[src/rtl/threat_move_issuer_pkg.sv]
// Shared types and constants for the threat-finder consumer: board layout,
// piece encoding, list geometry and FSM state codes.
package threat_move_issuer_pkg;

  localparam int N        = 15;
  localparam int MAX_CAND = 10;
  localparam int COORD_W  = 5;
  localparam int CELLS    = N * N;

  localparam logic [1:0] PIECE_B = 2'd0;
  localparam logic [1:0] PIECE_W = 2'd1;
  localparam logic [1:0] PIECE_L = 2'd2;

  typedef logic [CELLS-1:0][1:0] board_t;

  typedef logic [1:0] state_t;
  localparam state_t S_IDLE = 2'd0;
  localparam state_t S_SCAN = 2'd1;
  localparam state_t S_EMIT = 2'd2;
  localparam state_t S_DONE = 2'd3;

  function automatic logic [3:0] clamp_size(input logic [5:0] size);
    if (size > 6'(MAX_CAND)) return 4'(MAX_CAND);
    return size[3:0];
  endfunction

endpackage

[src/rtl/threat_move_issuer_if.sv]
// Request, move-stream and status signals between the threat finder,
// the move issuer and the search/placement stage.
interface threat_move_issuer_if;
  import threat_move_issuer_pkg::*;

  logic                          i_start;
  board_t                        i_board;
  logic [MAX_CAND*COORD_W-1:0]   i_posX;
  logic [MAX_CAND*COORD_W-1:0]   i_posY;
  logic [5:0]                    i_size;
  logic [1:0]                    i_win;
  logic                          i_ready;

  logic                          o_valid;
  logic [3:0]                    o_x;
  logic [3:0]                    o_y;
  logic [3:0]                    o_idx;
  logic [3:0]                    o_count;
  logic [1:0]                    o_win;
  logic                          o_busy;
  logic                          o_finish;

  modport slave (
    input  i_start, i_board, i_posX, i_posY, i_size, i_win, i_ready,
    output o_valid, o_x, o_y, o_idx, o_count, o_win, o_busy, o_finish
  );

  modport master (
    output i_start, i_board, i_posX, i_posY, i_size, i_win, i_ready,
    input  o_valid, o_x, o_y, o_idx, o_count, o_win, o_busy, o_finish
  );

endinterface

[src/rtl/threat_move_issuer_cand_filter.sv]
// Combinational validity check for list entry idx: on-board, empty cell,
// and not a repeat of any earlier entry in the latched list.
module threat_move_issuer_cand_filter
  import threat_move_issuer_pkg::*;
(
  input  logic [MAX_CAND*COORD_W-1:0] pos_x,
  input  logic [MAX_CAND*COORD_W-1:0] pos_y,
  input  board_t                      board,
  input  logic [3:0]                  idx,
  output logic [3:0]                  move_x,
  output logic [3:0]                  move_y,
  output logic                        cand_ok
);

  logic [COORD_W-1:0] cand_x;
  logic [COORD_W-1:0] cand_y;
  logic               in_range;
  logic               dup;
  logic [7:0]         cell_idx;

  always_comb begin
    cand_x = '0;
    cand_y = '0;
    dup    = 1'b0;
    for (int k = 0; k < MAX_CAND; k++) begin
      if (4'(k) == idx) begin
        cand_x = pos_x[k*COORD_W +: COORD_W];
        cand_y = pos_y[k*COORD_W +: COORD_W];
      end
    end
    // Earlier entries count as duplicates even if they were themselves rejected.
    for (int k = 0; k < MAX_CAND; k++) begin
      if (4'(k) < idx && pos_x[k*COORD_W +: COORD_W] == cand_x &&
          pos_y[k*COORD_W +: COORD_W] == cand_y)
        dup = 1'b1;
    end
    in_range = (cand_x < COORD_W'(N)) && (cand_y < COORD_W'(N));
    cell_idx = in_range ? (8'(cand_x) * 8'(N) + 8'(cand_y)) : 8'd0;
    cand_ok  = in_range && (board[cell_idx] == PIECE_L) && !dup;
    move_x   = cand_x[3:0];
    move_y   = cand_y[3:0];
  end

endmodule

[src/rtl/threat_move_issuer.sv]
// Latches one threat-finder result, filters the candidate list and streams
// the surviving moves over valid/ready, then pulses o_finish.
module threat_move_issuer
  import threat_move_issuer_pkg::*;
(
  input  logic                 i_clk,
  input  logic                 i_rst_n,
  threat_move_issuer_if.slave  bus
);

  state_t                      state_q, state_d;
  logic [MAX_CAND*COORD_W-1:0] pos_x_q, pos_x_d;
  logic [MAX_CAND*COORD_W-1:0] pos_y_q, pos_y_d;
  board_t                      board_q, board_d;
  logic [3:0]                  size_q, size_d;
  logic [1:0]                  win_q, win_d;
  logic [3:0]                  idx_q, idx_d;
  logic [3:0]                  count_q, count_d;
  logic [3:0]                  x_q, x_d;
  logic [3:0]                  y_q, y_d;
  logic [3:0]                  out_idx_q, out_idx_d;

  logic [3:0] move_x;
  logic [3:0] move_y;
  logic       cand_ok;
  logic [3:0] size_eff;
  logic       last;

  threat_move_issuer_cand_filter u_filter (
    .pos_x   (pos_x_q),
    .pos_y   (pos_y_q),
    .board   (board_q),
    .idx     (idx_q),
    .move_x  (move_x),
    .move_y  (move_y),
    .cand_ok (cand_ok)
  );

  assign size_eff = clamp_size(bus.i_size);
  assign last     = (idx_q == size_q - 4'd1);

  always_comb begin
    state_d   = state_q;
    pos_x_d   = pos_x_q;
    pos_y_d   = pos_y_q;
    board_d   = board_q;
    size_d    = size_q;
    win_d     = win_q;
    idx_d     = idx_q;
    count_d   = count_q;
    x_d       = x_q;
    y_d       = y_q;
    out_idx_d = out_idx_q;
    case (state_q)
      S_IDLE: begin
        if (bus.i_start) begin
          pos_x_d = bus.i_posX;
          pos_y_d = bus.i_posY;
          board_d = bus.i_board;
          win_d   = bus.i_win;
          size_d  = size_eff;
          idx_d   = 4'd0;
          count_d = 4'd0;
          state_d = (bus.i_win != 2'd0 || size_eff == 4'd0) ? S_DONE : S_SCAN;
        end
      end
      S_SCAN: begin
        if (cand_ok) begin
          x_d       = move_x;
          y_d       = move_y;
          out_idx_d = idx_q;
          state_d   = S_EMIT;
        end else if (last) begin
          state_d = S_DONE;
        end else begin
          idx_d = idx_q + 4'd1;
        end
      end
      S_EMIT: begin
        if (bus.i_ready) begin
          count_d = count_q + 4'd1;
          if (last) begin
            state_d = S_DONE;
          end else begin
            idx_d   = idx_q + 4'd1;
            state_d = S_SCAN;
          end
        end
      end
      default: state_d = S_IDLE;
    endcase
  end

  // Updates on the falling edge to line up with the threat-finder stage.
  always_ff @(negedge i_clk or negedge i_rst_n) begin
    if (!i_rst_n) begin
      state_q   <= S_IDLE;
      pos_x_q   <= '0;
      pos_y_q   <= '0;
      board_q   <= '0;
      size_q    <= '0;
      win_q     <= '0;
      idx_q     <= '0;
      count_q   <= '0;
      x_q       <= '0;
      y_q       <= '0;
      out_idx_q <= '0;
    end else begin
      state_q   <= state_d;
      pos_x_q   <= pos_x_d;
      pos_y_q   <= pos_y_d;
      board_q   <= board_d;
      size_q    <= size_d;
      win_q     <= win_d;
      idx_q     <= idx_d;
      count_q   <= count_d;
      x_q       <= x_d;
      y_q       <= y_d;
      out_idx_q <= out_idx_d;
    end
  end

  assign bus.o_valid  = (state_q == S_EMIT);
  assign bus.o_finish = (state_q == S_DONE);
  assign bus.o_busy   = (state_q != S_IDLE);
  assign bus.o_x      = x_q;
  assign bus.o_y      = y_q;
  assign bus.o_idx    = out_idx_q;
  assign bus.o_count  = count_q;
  assign bus.o_win    = win_q;

endmodule

[src/flat_wrapper.sv]
// flat-port wrapper written by rule: the top's interface ports become plain ports
module threat_move_issuer_flat import threat_move_issuer_pkg::*;
  (i_clk, i_rst_n, bus_i_start, bus_i_board, bus_i_posX, bus_i_posY, bus_i_size, bus_i_win, bus_i_ready, bus_o_valid, bus_o_x, bus_o_y, bus_o_idx, bus_o_count, bus_o_win, bus_o_busy, bus_o_finish);
  threat_move_issuer_if bus_i ();
  input  logic i_clk;
  input  logic i_rst_n;
  input wire logic [$bits(bus_i.i_start)-1:0] bus_i_start;
  input wire logic [$bits(bus_i.i_board)-1:0] bus_i_board;
  input wire logic [$bits(bus_i.i_posX)-1:0] bus_i_posX;
  input wire logic [$bits(bus_i.i_posY)-1:0] bus_i_posY;
  input wire logic [$bits(bus_i.i_size)-1:0] bus_i_size;
  input wire logic [$bits(bus_i.i_win)-1:0] bus_i_win;
  input wire logic [$bits(bus_i.i_ready)-1:0] bus_i_ready;
  output wire logic [$bits(bus_i.o_valid)-1:0] bus_o_valid;
  output wire logic [$bits(bus_i.o_x)-1:0] bus_o_x;
  output wire logic [$bits(bus_i.o_y)-1:0] bus_o_y;
  output wire logic [$bits(bus_i.o_idx)-1:0] bus_o_idx;
  output wire logic [$bits(bus_i.o_count)-1:0] bus_o_count;
  output wire logic [$bits(bus_i.o_win)-1:0] bus_o_win;
  output wire logic [$bits(bus_i.o_busy)-1:0] bus_o_busy;
  output wire logic [$bits(bus_i.o_finish)-1:0] bus_o_finish;
  assign bus_i.i_start = bus_i_start;
  assign bus_i.i_board = bus_i_board;
  assign bus_i.i_posX = bus_i_posX;
  assign bus_i.i_posY = bus_i_posY;
  assign bus_i.i_size = bus_i_size;
  assign bus_i.i_win = bus_i_win;
  assign bus_i.i_ready = bus_i_ready;
  assign bus_o_valid = bus_i.o_valid;
  assign bus_o_x = bus_i.o_x;
  assign bus_o_y = bus_i.o_y;
  assign bus_o_idx = bus_i.o_idx;
  assign bus_o_count = bus_i.o_count;
  assign bus_o_win = bus_i.o_win;
  assign bus_o_busy = bus_i.o_busy;
  assign bus_o_finish = bus_i.o_finish;
  threat_move_issuer u_core (.i_clk(i_clk), .i_rst_n(i_rst_n), .bus(bus_i));
endmodule
[config.mk]
export PLATFORM = sky130hd
export DESIGN_NAME = threat_move_issuer_flat
export DESIGN_NICKNAME = d
export VERILOG_FILES = /design/src/rtl/threat_move_issuer_pkg.sv /design/src/rtl/threat_move_issuer_if.sv /design/src/rtl/threat_move_issuer_cand_filter.sv /design/src/rtl/threat_move_issuer.sv /design/src/flat_wrapper.sv
export SDC_FILE = /design/constraint.sdc
export NUM_CORES = 2
export LEC_CHECK = 0
export BUFFER_PORTS_ARGS = -buffer_cell sky130_fd_sc_hd__clkbuf_2
export CAP_MARGIN = 20
export CORE_UTILIZATION = 45
export CTS_BUF_LIST = sky130_fd_sc_hd__clkbuf_4
export CTS_CLUSTER_DIAMETER = 50
export DETAILED_ROUTE_END_ITERATION = 6
export PLACE_DENSITY = 0.67
export SKIP_CTS_REPAIR_TIMING = 1
export SLEW_MARGIN = 20
export SYNTH_ARGS = -nofsm -noshare
export SYNTH_HDL_FRONTEND = slang
export SYNTH_SLANG_ARGS = --single-unit
[constraint.sdc]
create_clock -name i_clk -period 15.5 [get_ports i_clk]
set_input_delay 0.775 -clock i_clk [delete_from_list [all_inputs] [get_ports i_clk]]
set_output_delay 0.775 -clock i_clk [all_outputs]
set_load 0.02 [all_outputs]
; Word level (Yosys, flattened, before mapping)
; Cells that the tools add are included.
[word_totals]
register_bits = 578
inputBits = 562
out_inout_bits = 21
word_cells = 379
[classes]
addsub = 4
mul = 1
n_lt_le_gt_ge = 14
eq_ne = 38
n_mux = 50
reduce_logical = 37
[op_table]
columns = cell, n
row1 = == test 5 bit, 20
row2 = two-way mux 5 bit, 20
row3 = two-way mux 4 bit, 7
row4 = logical AND 1 bit, 23
row5 = binary-select mux 2 bit (select 8 bit), 1
row6 = == test 3 x 4 -> 1 bit (first input constant), 4
row7 = < comparator 3 x 4 -> 1 bit (first input constant), 4
row8 = two-way mux 2 bit, 7
row9 = one-hot mux 4 bit (3 select lines), 1
row10 = two-way mux 1 bit, 11
row11 = < comparator 5 x 4 -> 1 bit (second input constant), 2
row12 = < comparator 8 x 9 -> 1 bit (second input constant), 1
row13 = adder 4 x 1 -> 4 bit (second input constant), 2
row14 = adder 8 x 5 -> 8 bit, 1
row15 = == test 2 x 4 -> 1 bit (first input constant), 2
row16 = == test 4 bit (first input constant), 2
row17 = zero test 4 bit, 2
row18 = < comparator 1 x 4 -> 1 bit (first input constant), 2
row19 = < comparator 2 x 4 -> 1 bit (first input constant), 2
row20 = < comparator 4 bit (first input constant), 2
row21 = multiplier 5 x 4 -> 8 bit (second input constant), 1
row22 = two-way mux 8 bit, 1
row23 = one-hot mux 4 bit (2 select lines), 1
row24 = == test 2 bit (second input constant), 3
row25 = other kinds (16), 22

; Logic depth before layout (Yosys ltp)
[depth]
word_depth = 28
ltp_mapped = 35
depth_no_buf = 28

; Hierarchy
; A second synthesis with hierarchy kept.
[hier_totals]
cells_unflattened = 3426
area_unflattened_um2 = 28885.2
[modules_own_cells]
columns = module, instances, cells_per_inst, area_each_um2, seq_area_each_um2
row1 = threat_move_issuer, 1, 2465, 22019.9, 14463.9
row2 = threat_move_issuer_cand_filter, 1, 961, 6865.3, 0.0

==> qor.txt <==
status: complete, no violations
Hold Crit Start: u_core.board_q[403]
FP Rows: 93
Synthesized Nets: 4098
Max Buffers Root-to-Sink: 3
CP most frequent cell: inv_1
Fin. Hold Viols: 0
worst path arrival time: 9.80 ns
final WL: 110800 um
Critical Path Max Stage Delay: 0.45 ns
Distinct cells, synth: 94
GR Overflow Total: 0
Req. time, crit path: 14.73 ns
share of cells above drive strength 1: 23.41%
vias in the first global route: 27189
unrepaired setup endpoints after global routing: false
initial antenna violation count: 30
clock slew seen by the registers of the worst setup and hold paths: 0.05 ns
most common cell after layout, fill and taps aside: nand2_1
Seq/Total Area, Yosys: 49.33%
Post-Synthesis Cells: 3500
worst r2r path cells: 25
Hold Path Depth: 2
gr usage total: 33.46%
commonest register cell after synthesis: dfrtn_1
slew margin rel.: 26.49%
first-pass GRT wire length: 166300 um
Syn. warnings: 0
worst slew pin tran: 1.099 ns
Clock Skews: 0.05825 ns
initial core utilization: 45.48%
crit-path leading delay family: flip-flops
EDFF count, synth: 0
Yosys reg bits: 578
Worst R2R Setup Slack: 5.30 ns
synthesized area per cell: 8.377 sq um
CP endpoint kind: primary output
CTS Buf Count: 158
most frequent cells in the layout: nand2_1, clkbuf_2, dfrtn_1
chip height: 257.3 um
reg2reg end: u_core.bus.o_x[1]
clock net sink count: 578
CTS tree: yes
number of remaining DRC errors: 0
Pre-antenna DRT Iters: 5
crit-path max FO: 8
MaxCap Viol Count: 0
die area: 66180 sq um
Async S/R FF share, synth: 100.0%
Buf+Inv Stages, Crit Path: 3
drt initial violations: 2490
Worst R2R Start: u_core.idx_q[1]
largest net degree at the start of global routing: 202
routability cong.: 0.9975
Min-Delay Path Class: flop to flop
post-route setup TNS: 0 ns
fill cell total of the finished layout: 6234
Setup Crit Path Kind: flop to primary output
I/O Buffers: 582
Final #Nets: 4673
HPWL Detailed: 80060 um
die width: 257.3 um
Post-Syn Area: 29320 sq um
Clock Tree Root: clkbuf_4
vias: 27581
routed vias/inst: 5.443
antenna-violating nets left: 0
Final setup viols: 0
WL per Instance: 21.87 um
CP Cell Sequence: inv_1 > ha_1 > inv_1 > clkbuf_2
# H-tree levels: 4
clk_lat worst skew: 0.90 ns
Ports: 583
Layout area overhead: 19.55%
Crit-path slowest cell: dfrtn_1
Placeable Area: 64460 sq um
final slew viol count: 0
worst min-delay path endpoint: u_core.board_q[403]
Worst setup SP type: flop
-- synthesized netlist by cell type (7+ instances only) --
master,instances,share of area [%]
nand2_1,1699,22
dfrtn_1,578,49
clkbuf_1,166,2.1
o21ai_0,96,1.6
a21oi_1,92,1.6
nor2_1,91,1.2
inv_1,73,0.93
xnor2_1,54,1.6
mux4_2,38,2.9
mux2i_1,28,0.96
a221oi_1,27,0.81
mux2_2,27,1.0
ha_1,26,1.1
xor2_1,26,0.78
nand3_1,25,0.43
buf_2,24,0.41
a31oi_1,22,0.47
nor2b_1,19,0.41
a32oi_1,18,0.54
nor3_1,18,0.31
o211ai_1,18,0.46
nand2b_1,17,0.36
o22ai_1,17,0.36
buf_1,16,0.20
a211oi_1,15,0.38
nand4_1,14,0.30
o221ai_1,13,0.39
a21o_1,12,0.31
nand3b_1,12,0.31
nor4_1,11,0.23
o2111ai_1,11,0.33
or4_1,11,0.28
fa_1,10,0.68
o21a_1,10,0.26
a22oi_1,8,0.20
a211o_1,7,0.21
a32o_1,7,0.24
o31ai_1,7,0.18
o32ai_1,7,0.21
-- worst max-delay path by stage --
stage	slack, ns	cells past startpoint	end	start
floorplan	5.66	5	u_core.state_q[0]	bus_i_start
global placement	5.00	6	u_core.board_q[277]	bus_i_start
finish	4.92	4	bus_o_busy	u_core.state_q[0]
CTS	4.84	4	bus_o_busy	u_core.state_q[0]
global route	4.78	4	bus_o_busy	u_core.state_q[0]
detailed placement	4.95	6	u_core.board_q[267]	bus_i_start
-- logic make-up after synthesis --
family	after synthesis	synth area share [%]
AND/OR/NAND/NOR	1960	26.75
flip-flops	578	49.33
AO/OA/AOI/OAI	463	10.91
buffers and inverters	290	3.913
multiplexers	93	4.912
XOR/XNOR	80	2.390
adder cells (fa/ha/maj)	36	1.792
-- per-stage QoR --
| stage | utilization [%] | instance area (sq um) | hold WS, ns | std cells | setup slack, ns |
|---|---|---|---|---|---|
| after floorplan | - | 29320 | 0.3974 | 3500 | 5.656 |
| after global placement | 51.18 | 32990 | 0.4096 | 4770 | 4.995 |
| after detailed placement | 51.18 | 32990 | 0.4166 | 4770 | 4.955 |
| after CTS | 54.29 | 35000 | 0.4179 | 5045 | 4.841 |
| after global routing | 54.36 | 35040 | 0.4354 | 5063 | 4.782 |
| final | 54.38 | 35050 | 0.4170 | 5067 | 4.924 |
-- flip-flops by register name, indices dropped and copies added, names as in the netlist --
signal and cells:
u_core.board_q 450, u_core.bus.o_count 4, u_core.bus.o_idx 4, u_core.bus.o_win 2
u_core.bus.o_x 4, u_core.bus.o_y 4, u_core.idx_q 4, u_core.pos_x_q 50
u_core.pos_y_q 50, u_core.size_q 4, u_core.state_q 2
-- worst min-delay path: stages (launching register included) --
cell,delay (ns)
dfrtn_1,0.40
nand2_1,0.05
nand2_1,0.05
-- cell type report --
class / instances / area, sq um / share of cell area (%)
multi-input cells: 2632 / 13830 / 39.45
repair buffers: 627 / 3336 / 9.516
flip-flops and latches: 578 / 14460 / 41.26
clock buffers: 231 / 1734 / 4.947
clock inverters: 44 / 270.3 / 0.7710
diodes: 22 / 55.05 / 0.1571
inverters: 78 / 295.3 / 0.8424
well taps: 855 / 1070 / 3.052
-- metal layers --
layer / vias to the layer above / GRT usage (%) / share of wire (%)
li1: 12825 / - / -
met1: 13255 / 42.38 / 40
met2: 1222 / 53.86 / 48
met3: 255 / 7.910 / 7.5
met4: 24 / 16.12 / 4.2
met5: - / 0 / 0.14
Power is not shown: default switching activity piles up to over one toggle a cycle in this logic, so the estimate is an artifact.
